--- src/rtl/mmio_uart_tx.sv ---
// Memory-mapped 8N1 UART transmitter: TXDATA/STATUS/BAUD_DIV window on the data port,
// byte FIFO feeding a start/data/stop serialiser.
//
// state    | meaning
// ---------+--------------------------------------------------
// ST_IDLE  | tx high; pops FIFO head and latches divider when not empty
// ST_START | start bit, tx low for div_q cycles
// ST_DATA  | 8 data bits LSB first, div_q cycles each
// ST_STOP  | stop bit, tx high for div_q cycles
module mmio_uart_tx #(
    parameter logic [31:0] BASE_ADDR   = 32'h0000_1000,
    parameter int          FIFO_DEPTH  = 8,
    parameter logic [15:0] DEFAULT_DIV = 16'd868
) (
    input  logic        clk,
    input  logic        reset,
    input  logic [31:0] daddr,
    input  logic [31:0] dwdata,
    input  logic [3:0]  dwe,
    output logic [31:0] rdata,
    output logic        hit,
    output logic        tx,
    output logic        tx_idle
);

    localparam int AW = $clog2(FIFO_DEPTH);
    localparam int CW = AW + 1;

    typedef enum logic [1:0] {ST_IDLE, ST_START, ST_DATA, ST_STOP} state_t;

    state_t        state;
    logic [7:0]    mem [FIFO_DEPTH];
    logic [AW-1:0] wr_ptr;
    logic [AW-1:0] rd_ptr;
    logic [CW-1:0] count;
    logic          overflow;
    logic [15:0]   baud_div;
    logic [15:0]   div_q;
    logic [15:0]   timer;
    logic [2:0]    bit_idx;
    logic [7:0]    shreg;

    logic [31:0]   offset;
    logic          sel_txdata, sel_status, sel_baud;
    logic          wr_txdata, wr_status, wr_baud;
    logic          full, empty, push, pop;
    logic [3:0]    count4;
    logic [31:0]   status_word;

    logic          unused_bits;
    assign unused_bits = &{1'b0, dwdata[31:16], dwe[3:1]};

    assign offset     = daddr - BASE_ADDR;
    assign hit        = (daddr >= BASE_ADDR) && (offset <= 32'd8) && (daddr[1:0] == 2'b00);
    assign sel_txdata = hit && (offset[3:2] == 2'd0);
    assign sel_status = hit && (offset[3:2] == 2'd1);
    assign sel_baud   = hit && (offset[3:2] == 2'd2);
    assign wr_txdata  = sel_txdata && dwe[0];
    assign wr_status  = sel_status && dwe[0];
    assign wr_baud    = sel_baud && dwe[0];

    assign full    = (count == CW'(FIFO_DEPTH));
    assign empty   = (count == '0);
    assign push    = wr_txdata && !full;
    assign pop     = (state == ST_IDLE) && !empty;
    assign tx_idle = empty && (state == ST_IDLE);

    assign count4      = 4'(count);
    assign status_word = {24'd0, count4, overflow, (state != ST_IDLE), empty, full};

    always_comb begin
        rdata = 32'd0;
        if (sel_status) rdata = status_word;
        else if (sel_baud) rdata = {16'd0, baud_div};
    end

    always_ff @(posedge clk) begin
        if (push) mem[wr_ptr] <= dwdata[7:0];
    end

    always_ff @(posedge clk or negedge reset) begin
        if (!reset) begin
            wr_ptr   <= '0;
            rd_ptr   <= '0;
            count    <= '0;
            overflow <= 1'b0;
            baud_div <= DEFAULT_DIV;
        end else begin
            if (push) wr_ptr <= wr_ptr + 1'b1;
            if (pop)  rd_ptr <= rd_ptr + 1'b1;
            case ({push, pop})
                2'b10:   count <= count + 1'b1;
                2'b01:   count <= count - 1'b1;
                default: count <= count;
            endcase
            // a dropped push wins over a same-edge clear
            if (wr_txdata && full)
                overflow <= 1'b1;
            else if (wr_status && dwdata[3])
                overflow <= 1'b0;
            if (wr_baud)
                baud_div <= (dwdata[15:0] == 16'd0) ? 16'd1 : dwdata[15:0];
        end
    end

    always_ff @(posedge clk or negedge reset) begin
        if (!reset) begin
            state   <= ST_IDLE;
            tx      <= 1'b1;
            shreg   <= 8'd0;
            div_q   <= DEFAULT_DIV;
            timer   <= 16'd0;
            bit_idx <= 3'd0;
        end else begin
            case (state)
                ST_IDLE: begin
                    tx <= 1'b1;
                    if (!empty) begin
                        shreg <= mem[rd_ptr];
                        div_q <= baud_div;
                        timer <= baud_div - 16'd1;
                        tx    <= 1'b0;
                        state <= ST_START;
                    end
                end
                ST_START: begin
                    if (timer == 16'd0) begin
                        timer   <= div_q - 16'd1;
                        bit_idx <= 3'd0;
                        tx      <= shreg[0];
                        state   <= ST_DATA;
                    end else begin
                        timer <= timer - 16'd1;
                    end
                end
                ST_DATA: begin
                    if (timer == 16'd0) begin
                        timer <= div_q - 16'd1;
                        if (bit_idx == 3'd7) begin
                            tx    <= 1'b1;
                            state <= ST_STOP;
                        end else begin
                            bit_idx <= bit_idx + 3'd1;
                            shreg   <= {1'b0, shreg[7:1]};
                            tx      <= shreg[1];
                        end
                    end else begin
                        timer <= timer - 16'd1;
                    end
                end
                ST_STOP: begin
                    if (timer == 16'd0) state <= ST_IDLE;
                    else timer <= timer - 16'd1;
                end
                default: state <= ST_IDLE;
            endcase
        end
    end

endmodule

--- config.mk ---
export PLATFORM = sky130hd
export DESIGN_NAME = mmio_uart_tx
export DESIGN_NICKNAME = d
export VERILOG_FILES = /design/src/rtl/mmio_uart_tx.sv
export SDC_FILE = /design/constraint.sdc
export NUM_CORES = 1
export LEC_CHECK = 0
export CAP_MARGIN = 20
export CORE_MARGIN = 2
export CORE_UTILIZATION = 55
export CTS_CLUSTER_SIZE = 28
export DETAILED_ROUTE_END_ITERATION = 8
export HOLD_SLACK_MARGIN = 0.06
export PLACE_DENSITY = 0.8
export SKIP_CTS_REPAIR_TIMING = 1
export SYNTH_ARGS = -nofsm -noshare
export SYNTH_HDL_FRONTEND = slang
export SYNTH_SLANG_ARGS = --single-unit
--- constraint.sdc ---
create_clock -name clk -period 3.4 [get_ports clk]
set_clock_uncertainty 0.2 [all_clocks]
set_input_delay 0.68 -clock clk [delete_from_list [all_inputs] [get_ports clk]]
set_output_delay 0.68 -clock clk [all_outputs]
set_load 0.01 [all_outputs]
-- After elaboration in Yosys (flattened, before gate mapping)
Memories as Yosys holds them, arrays and structs flattened.
Cells that the tools add are included.
- bits of input ports: 70
- memory bits (writable): 64
- memories: 1
- flip-flop bits (word level): 73
- output and inout bits: 35
- logic and storage cells: 105
- mux-type cells: 31
- add/subtract/negate cells: 9
- bitwise operators: 1
- equal/unequal tests: 16
- reductions and logical operators: 34
- magnitude comparators: 2
- memories (name ; words ; width ; read ports ; clocked after memory_dff ; wr ports ; line ; text):
    mem ; 8 ; 8 ; 1 ; 0 ; 1 ; 32 ; logic [7:0] mem [FIFO_DEPTH];
- operator list (cell ; count):
    two-way mux 16 bit ; 5
    one-hot mux 16 bit (3 select lines) ; 1
    subtractor 16 x 1 -> 16 bit, second input constant ; 3
    greater-or-equal comparator 32 x 13 -> 1 bit, second input constant ; 1
    <= comparator 32 x 4 -> 1 bit, second input constant ; 1
    zero test 16 bit ; 2
    two-way mux 32 bit ; 1
    subtractor 32 x 13 -> 32 bit, second input constant ; 1
    two-way mux 8 bit ; 3
    one-hot mux 8 bit (2 select lines) ; 1
    inequality test 2 bit, second input constant ; 7
    logical AND 1 bit ; 13
    two-way mux 2 bit ; 5
    nonzero test 2 bit ; 5
    adder 3 x 1 -> 3 bit, second input constant ; 3
    two-way mux 3 bit ; 3
    == test 2 bit, second input constant ; 4
    two-way mux 1 bit ; 8
    one-hot mux 2 bit (4 select lines) ; 1
    one-hot mux 4 bit (2 select lines) ; 1
    AND reduction 4 bit ; 2
    == test 2 x 1 -> 1 bit, second input constant ; 3
    zero test 2 bit ; 3
    one-hot mux 3 bit (2 select lines) ; 1
    13 further kinds ; 15

-- Depth between registers and ports, before layout
Gate-level depths: netlist of run 1.
- depth after elaboration: 9
- mapped depth: 14
- depth with buffers taken out: 13

-- Worst setup path after synthesis of run 1
No wires, ideal clock.
- kind: input to register
- start: in daddr[22]
- end: reg count[3]
- path buffers: 1
- stages: 14
- path slack: -64 ps
- arrival time: 3139 ps
- required time: 3075 ps
- setup time: 125 ps
- cells stage by stage: o21ai_1 or3b_1 a2111o_1 buf_6 inv_6 and3_1 inv_1 ha_1 ha_1 a21o_1 a21oi_1 xnor2_1 nor2_1 xor2_1
- cells in the longest elaborated chain, start to end: 9
- elaborated cells on any way between the ends: 12
- classes of those cells: add/sub: 1; order compare: 2; eq/ne: 2; mux: 1; reduce/logical: 6
- RTL lines (item ; line ; text):
    start, declared ; 17 ; input logic [31:0] daddr,
    subtractor 32 x 13 -> 32 bit ; 53 ; assign offset = daddr - BASE_ADDR;
    <= comparator 32 x 4 -> 1 bit ; 54 ; assign hit = (daddr >= BASE_ADDR) && (offset <= 32'd8) && (daddr[1:0] == 2'b00);
    logical AND 1 bit * (2 in series) ; 54 ;
    logical AND 1 bit * ; 55 ; assign sel_txdata = hit && (offset[3:2] == 2'd0);
    logical AND 1 bit * ; 58 ; assign wr_txdata = sel_txdata && dwe[0];
    logical AND 1 bit * ; 64 ; assign push = wr_txdata && !full;
    == test 2 x 1 -> 1 bit / == test 2 bit (equally long branches) ; 91 ; case ({push, pop})
    one-hot mux 4 bit (2 select lines) / nonzero test 2 bit (equally long branches) ; -- ;
    end signal, assigned ; 92 ; 2'b10: count <= count + 1'b1;
    end signal, assigned ; 93 ; 2'b01: count <= count - 1'b1;
    end signal, assigned ; 94 ; default: count <= count;
    end, declared ; 35 ; logic [CW-1:0] count;
Every way passes the cells marked *; elsewhere a longest branch is shown, timed or not.
A chain may end at the register's enable or synchronous reset.

-- Final worst setup path of run 1
- start: in daddr[5]
- end: out rdata[9]
- cells in the longest elaborated chain, start to end: 7
- elaborated cells on any way between the ends: 9
- classes of those cells: add/sub: 1; order compare: 2; mux: 2; reduce/logical: 4
- RTL lines (item ; line ; text):
    subtractor 32 x 13 -> 32 bit ; 53 ;
    <= comparator 32 x 4 -> 1 bit ; 54 ;
    logical AND 1 bit * (2 in series) ; 54 ;
    logical AND 1 bit ; 57 ; assign sel_baud = hit && (offset[3:2] == 2'd2);
    two-way mux 16 bit ; 74 ; else if (sel_baud) rdata = {16'd0, baud_div};
    two-way mux 32 bit * ; 73 ; if (sel_status) rdata = status_word;
    end, declared ; 20 ; output logic [31:0] rdata,
Marks and branches as above.

==> metrics.txt, run 1 <==
status finished clean; Die Footprint approximately 14000 um2; HP Class input port to asynchronous set/reset pin; PD cells 418 nW/um2; multi-input logic area between 3000 and 4000 um2; wire length per cell ~20 um; Max clock buf depth 2; #FFs+latches synth 137; CTS root buffer clkbuf_16; Crit. End Element output port; vias in the first global route 5806; top cell type's share of synthesized area about a quarter; top post-synthesis cells by count nand2_1 (72), edfxtp_1 (64), dfrtp_1 (62); final worst-path cycle share 98.9%; Initial Util about 56%; fin. max-slew vios 0; worst skew pair latency 0.42 ns; final setup margin 0.0373 ns; drc violations 0; Critical Path RT 2.52 ns; GRT Overall Usage 26.9%; Most used DFF post-synth edfxtp_1; remaining antenna violation count 0; Placer Congestion 0.885; startpoint types input port; TritonCTS buffer count 17; DR pass1 iterations 6; most frequent cell after synthesis nand2_1; fin util between 60% and 70%; routed wire length around 19000 um; Placed Area around 8400 um2; I/O pin cnt 105; leading area contributor after synthesis edfxtp_1; first-pass GRT wire length 29800 um; maxcap violations 0; placed insts 895; pre-CTS setup slack -0.583 ns; number of inserted diodes 0; Max-slew headroom 35.2%; Ys Warns 0; Worst Hold Margin around 0.15 ns; layout net count 830; Post-synth EDFFs 64; synth top area cells edfxtp_1 (26%), dfrtp_1 (21%), mux4_2 (4.9%); area grow syn2layout 25.0%; Arr. time, crit path approximately 2.5 ns; H-tree levels 4; Seq/Total Area, Yosys 50.9%; Core Region 13200 um2; TritonCTS Sinks 137; initial antenna violation count 0; fin area 9230 um2; largest net degree at the start of global routing between 40 and 50; cells on worst reg2reg path 8; syn_area_per_cell 11.5 um2; Die Span X between 100 and 150 um; Worst Tran Pin Value 0.972 ns; CTS clk-pin slew, worst paths 0.06 ns; initial drt markers 691; setup violators final 0; Vias/cell 6.15; Final Hold Viols 0; I/O Buffers 69; Worst IR Drop VDD 0.000272 V; Die Span Y around 120 um; CTS tree built; Power, Total 3.86 mW; layout cell share with drive strength beyond 1 21.6%; DR vias 5733; fmax 297 MHz; synthesized area 7390 um2; gr ovfl total 0; Cells after Synth ~640; synth unique cells between 60 and 70; worst-path maximum fanout 4; crit path time final 3.36 ns; Fill cells 850; fin cells 932; Post-synth ARST share a little over half; Lkg Pwr 4.29 nW; CP Class input port to output port; setup tns final 0 ns; Rows 42; hpwl dp 12600 um; register area approximately 3800 um2
-- area by class of cell --
| class | count | area share (%) |
|---|---|---|
| sequential | 137 | 40.8 |
| multi-input combinational | 455 | 37.2 |
| timing repair buffer | 111 | 12.2 |
| clock buffer | 17 | 4.61 |
| tap | 176 | 2.39 |
| clock inverter | 15 | 1.95 |
| inverter | 20 | 0.867 |
| timing repair inverter | 1 | 0.0678 |
-- path summary, 6_finish.rpt --
path | from | slack [ns] | endpoint
max | daddr[5] | 0.04 | rdata[9]
min | reset | 0.15 | count[1]
max reg2reg | state[0] | 0.51 | timer[13]
min reg2reg | tx | 0.30 | tx
max in group asynchronous | reset | 2.09 | div_q[6]
min in group clk | tx | 0.30 | tx
-- metal layers --
layer | vias up | track usage, % | wire, um
met5 | - | 0 | 0
met4 | 0 | 9.78 | 414
met3 | 43 | 4.99 | 1420
met2 | 298 | 46.1 | 9660
met1 | 2839 | 34.2 | 7500
li1 | 2553 | - | -
-- cells by family after synthesis --
family | synth area share (%)
AOI/OAI and AO/OA | 9.52
xor gates and xnor gates | 4.86
adders and majority gates | 2.98
buffers and inverters | 4.66
DFF | 50.9
muxes | 12.1
other | 0.0508
and+or+nand+nor | 14.9
-- placed cells by master (no fill, tap or decap), drive strengths merged, types with 4 or more instances in the layout --
cell,Yosys,layout
nand2,72,72
edfxtp,64,64
dfrtp,62,62
nor2,48,48
buf,29,45
dlymetal6s2s,0,44
mux2,33,33
o21ai,30,30
inv,20,29
xnor2,22,22
clkdlybuf4s50,0,22
xor2,19,19
nor4,18,18
clkbuf,18,17
nor3,17,17
mux4,16,16
conb,1,16
a21oi,16,16
ha,16,16
mux2i,13,13
nand3,12,12
dfstp,11,11
a22oi,10,10
and3,10,10
a22o,8,8
nand4,8,8
o211ai,7,7
clkinv,0,6
nand2b,4,4
nor2b,4,4
o221ai,4,4
a31oi,4,4
a221oi,4,4
-- flip-flops by register name, summed over array words and instances, names as in the netlist --
signal,cells
mem,64
rd_ptr,3
tx,1
count,4
bit_idx,3
timer,16
div_q,16
overflow,1
shreg,8
state,2
baud_div,16
wr_ptr,3
-- worst max-delay path, cell delays in order --
cell and delay, ns:
dlymetal6s2s_1 0.15, nor4_2 0.38, nand4_1 0.15, a2111o_1 0.53, buf_6 0.17, clkinv_4 0.05, buf_4 0.10, and3_4 0.17
buf_6 0.09
-- power by group --
part / leakage (nW) / total, mW / internal, mW / switching (mW)
sequential: 1.56 / 1.80 / 1.77 / 0.0243
combinational: 2.44 / 0.172 / 0.0874 / 0.0845
clock: 0.298 / 1.89 / 1.06 / 0.833
total: 4.29 / 3.86 / 2.92 / 0.942
Note: power is estimated with default switching activity, not from simulation.
==> run 2: changes to the inputs <==
- CELL_PAD_IN_SITES_DETAIL_PLACEMENT: default -> 0
- CELL_PAD_IN_SITES_GLOBAL_PLACEMENT: default -> 1
- CORE_UTILIZATION: 55 -> 44
- PLACE_DENSITY: 0.8 -> default
- PLACE_DENSITY_LB_ADDON: default -> 0.1
- SETUP_SLACK_MARGIN: default -> 0.4
==> run 2 against run 1 <==
Effect of this change: sequential power barely moved; global-route usage fell by 6.5 points; non-clock buffer count rose by 12; critical path depth fell by 1; critical endpoint is now rdata[0]; design area rose by 1.4%; final cell count rose by 5.9%; utilization fell by 13 points; fmax rose by 8.2%; highest routed layer unchanged.
==> metrics.txt, run 2 (synthesis gave the netlist of run 1 again) <==
startpoint types input port (unchanged); Power, Total 3.70 mW (was 3.86 mW); CTS clk-pin slew, worst paths 0.06 ns (about the same); I/O Buffers 69 (unchanged); fin. max-slew vios 0 (unchanged); Rows 47 (was 42); largest net degree at the start of global routing 74 (was 43); Top reg by flops mem (unchanged); hpwl dp 12500 um (was 12600 um); H-tree levels 4 (unchanged); TritonCTS Sinks 137 (unchanged); Core Region 16500 um2 (was 13200 um2); Lkg Pwr 4.09 nW (was 4.29 nW); layout net count 841 (was 830); TritonCTS buffer count 17 (unchanged); DR vias 5374 (was 5733); final worst-path cycle share 91.4% (was 98.9%); Arr. time, crit path 2.23 ns (was 2.48 ns); GRT Overall Usage 20.4% (was 26.9%); Die Span X 134 um (was 120 um); drc violations 0 (unchanged); Initial Util 44.7% (was 56.0%); Die Span Y 134 um (was 120 um); CTS tree built (unchanged); fmax 322 MHz (was 297 MHz); PD cells 395 nW/um2 (was 418 nW/um2); crit path time final 3.11 ns (was 3.36 ns); DR pass1 iterations 4 (was 6); critical path capture point rdata[0] (was rdata[9]); Max-slew headroom 36.1% (was 35.2%); reg-to-reg startpoint timer[0] (was state[0]); Worst R2R Setup Slack 0.67 ns (was 0.51 ns); initial antenna violation count 0 (unchanged); status finished clean (unchanged); CP cell instances buf_6 > o21ai_2 > or3b_1 > a2111o_1 > buf_6 > buf_8 > nor2_1 > buf_2 (was dlymetal6s2s_1 > nor4_2 > nand4_1 > a2111o_1 > buf_6 > clkinv_4 > buf_4 > and3_4 > buf_6); placed insts 943 (was 895); metal2 WL 8590 um (was 9660 um); number of inserted diodes 0 (unchanged); CP Class input port to output port (unchanged); setup violators final 0 (unchanged); Placer Congestion 0.831 (was 0.885); initial drt markers 375 (was 691); met3 WL 639 um (was 1420 um); Most common cell on crit path buf_6 (unchanged); Max clock buf depth 2 (unchanged); CTS root buffer clkbuf_16 (unchanged); reg-to-reg endpoint timer[2] (was timer[13]); Largest register FFs 64 (unchanged); Worst IR Drop VDD 0.000378 V (was 0.000272 V); Die Footprint 17800 um2 (was 14400 um2); routed wire length 17700 um (was 19000 um); Vias/cell 5.44 (was 6.15); vias in the first global route 5326 (was 5806); Worst Tran Pin Value 0.958 ns (was 0.972 ns); I/O pin cnt 105 (unchanged); commonest non-fill, non-tap cells in the layout nand2_1 (72), edfxtp_1 (64), dfrtp_1 (60) (was nand2_1 (72), edfxtp_1 (64), dfrtp_1 (62)); Critical Path Start daddr[20] (was daddr[5]); cells on worst reg2reg path 8 (unchanged); wire length per cell 18.0 um (was 20.4 um); pre-CTS setup slack -0.399 ns (was -0.583 ns); fin util 56.6% (was 70.0%); fin cells 987 (was 932); worst skew pair latency 0.42 ns (about the same); Critical Path Max Stage Delay 0.49 ns (was 0.53 ns); worst-path maximum fanout 5 (was 4); remaining antenna violation count 0 (unchanged); slowest stage cell, crit path a2111o_1 (unchanged); uppermost layer routed met4 (unchanged); M1 WL 8200 um (was 7500 um); maxcap violations 0 (unchanged); gr ovfl total 0 (unchanged); Critical Path RT 2.52 ns (about the same); setup tns final 0 ns (unchanged); most common cell after layout, fill and taps aside nand2_1 (unchanged); layout cell share with drive strength beyond 1 26.9% (was 21.6%); RSZ-0062 raised after global routing true; final setup margin 0.292 ns (was 0.0373 ns); HP Class input port to asynchronous set/reset pin (unchanged); Crit. End Element output port (unchanged); Final Hold Viols 0 (unchanged); area grow syn2layout 26.7% (was 25.0%); first-pass GRT wire length 28400 um (was 29800 um)
run 2: layer usage:
| metal | global-route usage (%) | up-vias |
|---|---|---|
| met5 | 0 | - |
| met2 | 31.9 | 125 |
| met3 | 3.77 | 23 |
| met4 | 6.44 | 0 |
| li1 | - | 2571 |
| met1 | 29.1 | 2655 |
run 2: how the worst min path moves through the flow:
stage	cells past startpoint	startpoint	slack, ns	to
floorplan	0	reset	0.18	baud_div[0]
global placement	2	overflow	0.28	overflow
detailed placement	2	div_q[15]	0.29	div_q[15]
CTS	1	reset	0.26	timer[12]
global route	1	reset	0.29	timer[3]
finish	1	reset	0.22	timer[3]
run 2: power breakdown:
part           internal (mW)  switching, mW  total [mW]  leakage, nW
sequential              1.78         0.0203        1.80         1.55
combinational         0.0855         0.0783       0.164         2.27
clock                  0.963          0.773        1.74        0.273
total                   2.82          0.871        3.70         4.09
run 2: layout make-up:
| cell class | count | area (um2) |
|---|---|---|
| clock buffer | 18 | 429 |
| sequential | 137 | 3760 |
| fill | 1415 | 7160 |
| tap | 220 | 275 |
| inverter | 20 | 82.6 |
| timing repair buffer | 123 | 1180 |
| clock inverter | 14 | 125 |
| multi-input combinational | 455 | 3500 |
run 2: stage by stage:
stage / cell area (um2) / hold slack [ns]
CTS: 9070 / 0.261
finish: 9360 / 0.220
global route: 9360 / 0.294
global placement: 8520 / 0.276
floorplan: 7490 / 0.184
detailed placement: 8520 / 0.287
run 2: critical path, delay by kind of cell:
kind,cells,cell delay (ns)
AOI/OAI and AO/OA,2,0.60
and+or+nand+nor,2,0.43
buffers and inverters,4,0.53
==> run 3: changes to the inputs <==
- CTS_CLUSTER_DIAMETER: default -> 30
- SETUP_SLACK_MARGIN: 0.4 -> default
==> run 3 against run 2 <==
Effect of this change: hold slack worse by 0.029 ns; sequential power barely moved; die area unchanged; flip-flop and latch count is the same; clock power barely moved; design area fell by 2.1%; via count rose by 0.93%; first-iteration DRC count up 5.1%; register-to-register slack lost 0.12 ns; critical path depth unchanged; total power up 0.23%; sequential share of layout area increased by 0.82 points; largest cell class unchanged; largest power group unchanged.
==> metrics.txt, run 3 (synthesis gave the netlist of run 1 again) <==
status finished clean (unchanged); worst-path maximum fanout 8 (was 5); I/O pin cnt 105 (unchanged); vias in the first global route 5221 (was 5326); maxcap violations 0 (unchanged); remaining antenna violation count 0 (unchanged); DR pass1 iterations 5 (was 4); initial drt markers 394 (was 375); Die Span Y 134 um (unchanged); drc violations 0 (unchanged); Lkg Pwr 4.06 nW (was 4.09 nW); cells on worst reg2reg path 11 (was 8); gr ovfl total 0 (unchanged); hpwl dp 12600 um (was 12500 um); Die Footprint 17800 um2 (unchanged); Critical Path RT 2.52 ns (about the same); crit path time final 3.36 ns (was 3.11 ns); fin cells 979 (was 987); CTS tree built (unchanged); TritonCTS Sinks 137 (unchanged); area grow syn2layout 24.1% (was 26.7%); fin. max-slew vios 0 (unchanged); initial antenna violation count 0 (unchanged); reg-to-reg endpoint count[3] (was timer[2]); Critical Path Max Stage Delay 0.46 ns (was 0.49 ns); Placer Congestion 0.852 (was 0.831); Top reg by flops mem (unchanged); commonest non-fill, non-tap cells in the layout nand2_1 (72), edfxtp_1 (64), dfrtp_1 (62) (was nand2_1 (72), edfxtp_1 (64), dfrtp_1 (60)); layout net count 833 (was 841); TritonCTS buffer count 17 (unchanged); routed wire length 17800 um (was 17700 um); GRT Overall Usage 20.6% (was 20.4%); Arr. time, crit path 2.48 ns (was 2.23 ns); placed insts 943 (unchanged); CTS root buffer clkbuf_16 (unchanged); Largest register FFs 64 (unchanged); setup violators final 0 (unchanged); Max-slew headroom 36.9% (was 36.1%); RSZ-0062 raised after global routing true (unchanged); Core Region 16500 um2 (unchanged); Worst IR Drop VDD 0.000368 V (was 0.000378 V); Max clock buf depth 2 (unchanged); CTS clk-pin slew, worst paths 0.06 ns (about the same); H-tree levels 4 (unchanged); Worst Tran Pin Value 0.946 ns (was 0.958 ns); DR vias 5424 (was 5374); most common cell after layout, fill and taps aside nand2_1 (unchanged); critical path depth 8 (unchanged); HP Class input port to asynchronous set/reset pin (unchanged); I/O Buffers 69 (unchanged); Crit. End Element output port (unchanged); PD cells 404 nW/um2 (was 395 nW/um2); layout cell share with drive strength beyond 1 22.3% (was 26.9%); fin util 55.5% (was 56.6%); startpoint types input port (unchanged); largest net degree at the start of global routing 74 (unchanged); CP Class input port to output port (unchanged); fmax 297 MHz (was 322 MHz); reg-to-reg startpoint count[1] (was timer[0]); Worst Path Buf+Inv 4 (unchanged); Die Span X 134 um (unchanged); Vias/cell 5.54 (was 5.44); Critical Path Start daddr[15] (was daddr[20]); CP cell instances clkdlybuf4s50_1 > nor4_1 > nand4_1 > a2111o_1 > clkinv_4 > buf_12 > and3_1 > dlymetal6s2s_1 (was buf_6 > o21ai_2 > or3b_1 > a2111o_1 > buf_6 > buf_8 > nor2_1 > buf_2); top cell family by delay on the critical path buffers and inverters (was compound AO/OA/AOI/OAI gates); Rows 47 (unchanged); Worst R2R Setup Slack 0.55 ns (was 0.67 ns); worst skew pair latency 0.42 ns (about the same); Final Hold Viols 0 (unchanged); number of inserted diodes 0 (unchanged); wire length per cell 18.2 um (was 18.0 um); critical path capture point rdata[9] (was rdata[0]); final worst-path cycle share 98.9% (was 91.4%); slowest stage cell, crit path a2111o_1 (unchanged); first-pass GRT wire length 28300 um (was 28400 um); Initial Util 44.7% (unchanged)
[run 3: where the power goes]
group | switching (mW) | total, mW | internal, mW
logic | 0.0771 | 0.165 | 0.0878
clock network | 0.776 | 1.74 | 0.967
registers | 0.0207 | 1.80 | 1.78
total | 0.874 | 3.70 | 2.83
[run 3: cell type report]
| type | count | area [um2] |
|---|---|---|
| clock buffers | 18 | 429 |
| clock inverters | 14 | 131 |
| fillers | 1432 | 7360 |
| inverters | 20 | 80.1 |
| multi-input cells | 455 | 3410 |
| flip-flops and latches | 137 | 3760 |
| well taps | 220 | 275 |
| repair buffers | 115 | 1080 |
[run 3: how the worst min path moves through the flow]
stage,slack (ns),end,startpoint
final,0.19,timer[15],reset
after detailed placement,0.29,tx,tx
after global placement,0.28,tx,tx
after floorplan,0.18,baud_div[0],reset
after global routing,0.28,timer[15],reset
after CTS,0.25,bit_idx[1],reset
[run 3: worst reg2reg max path, cell delays in order (launching register included)]
cell,delay (ns)
dfrtp_1,0.45
nor4_1,0.36
buf_4,0.21
nand2b_1,0.13
inv_1,0.20
ha_2,0.26
buf_4,0.13
ha_1,0.29
a21oi_2,0.16
xnor2_1,0.12
nor2_1,0.07
xor2_1,0.14
[run 3: metrics by stage]
stage	setup slack, ns	setup TNS [ns]	instance area (um2)	hold WS [ns]	power, mW
2_1_floorplan	0.0328	0	7450	0.184	1.89
3_3_place_gp	-0.473	-12.33	8470	0.281	1.99
3_5_place_dp	-0.538	-16.18	8470	0.289	1.99
4_1_cts	-0.473	-7.35	9030	0.247	3.74
5_1_grt	-0.0176	-0.0624	9170	0.276	3.84
6_report	0.0374	0	9170	0.191	3.70
[run 3: per-layer routing]
layer	global-route usage (%)	wire, um	vias up
met5	0	0	-
met4	5.79	232	0
met3	4.11	671	17
met2	31.5	8300	151
met1	29.9	8580	2686
li1	-	-	2570
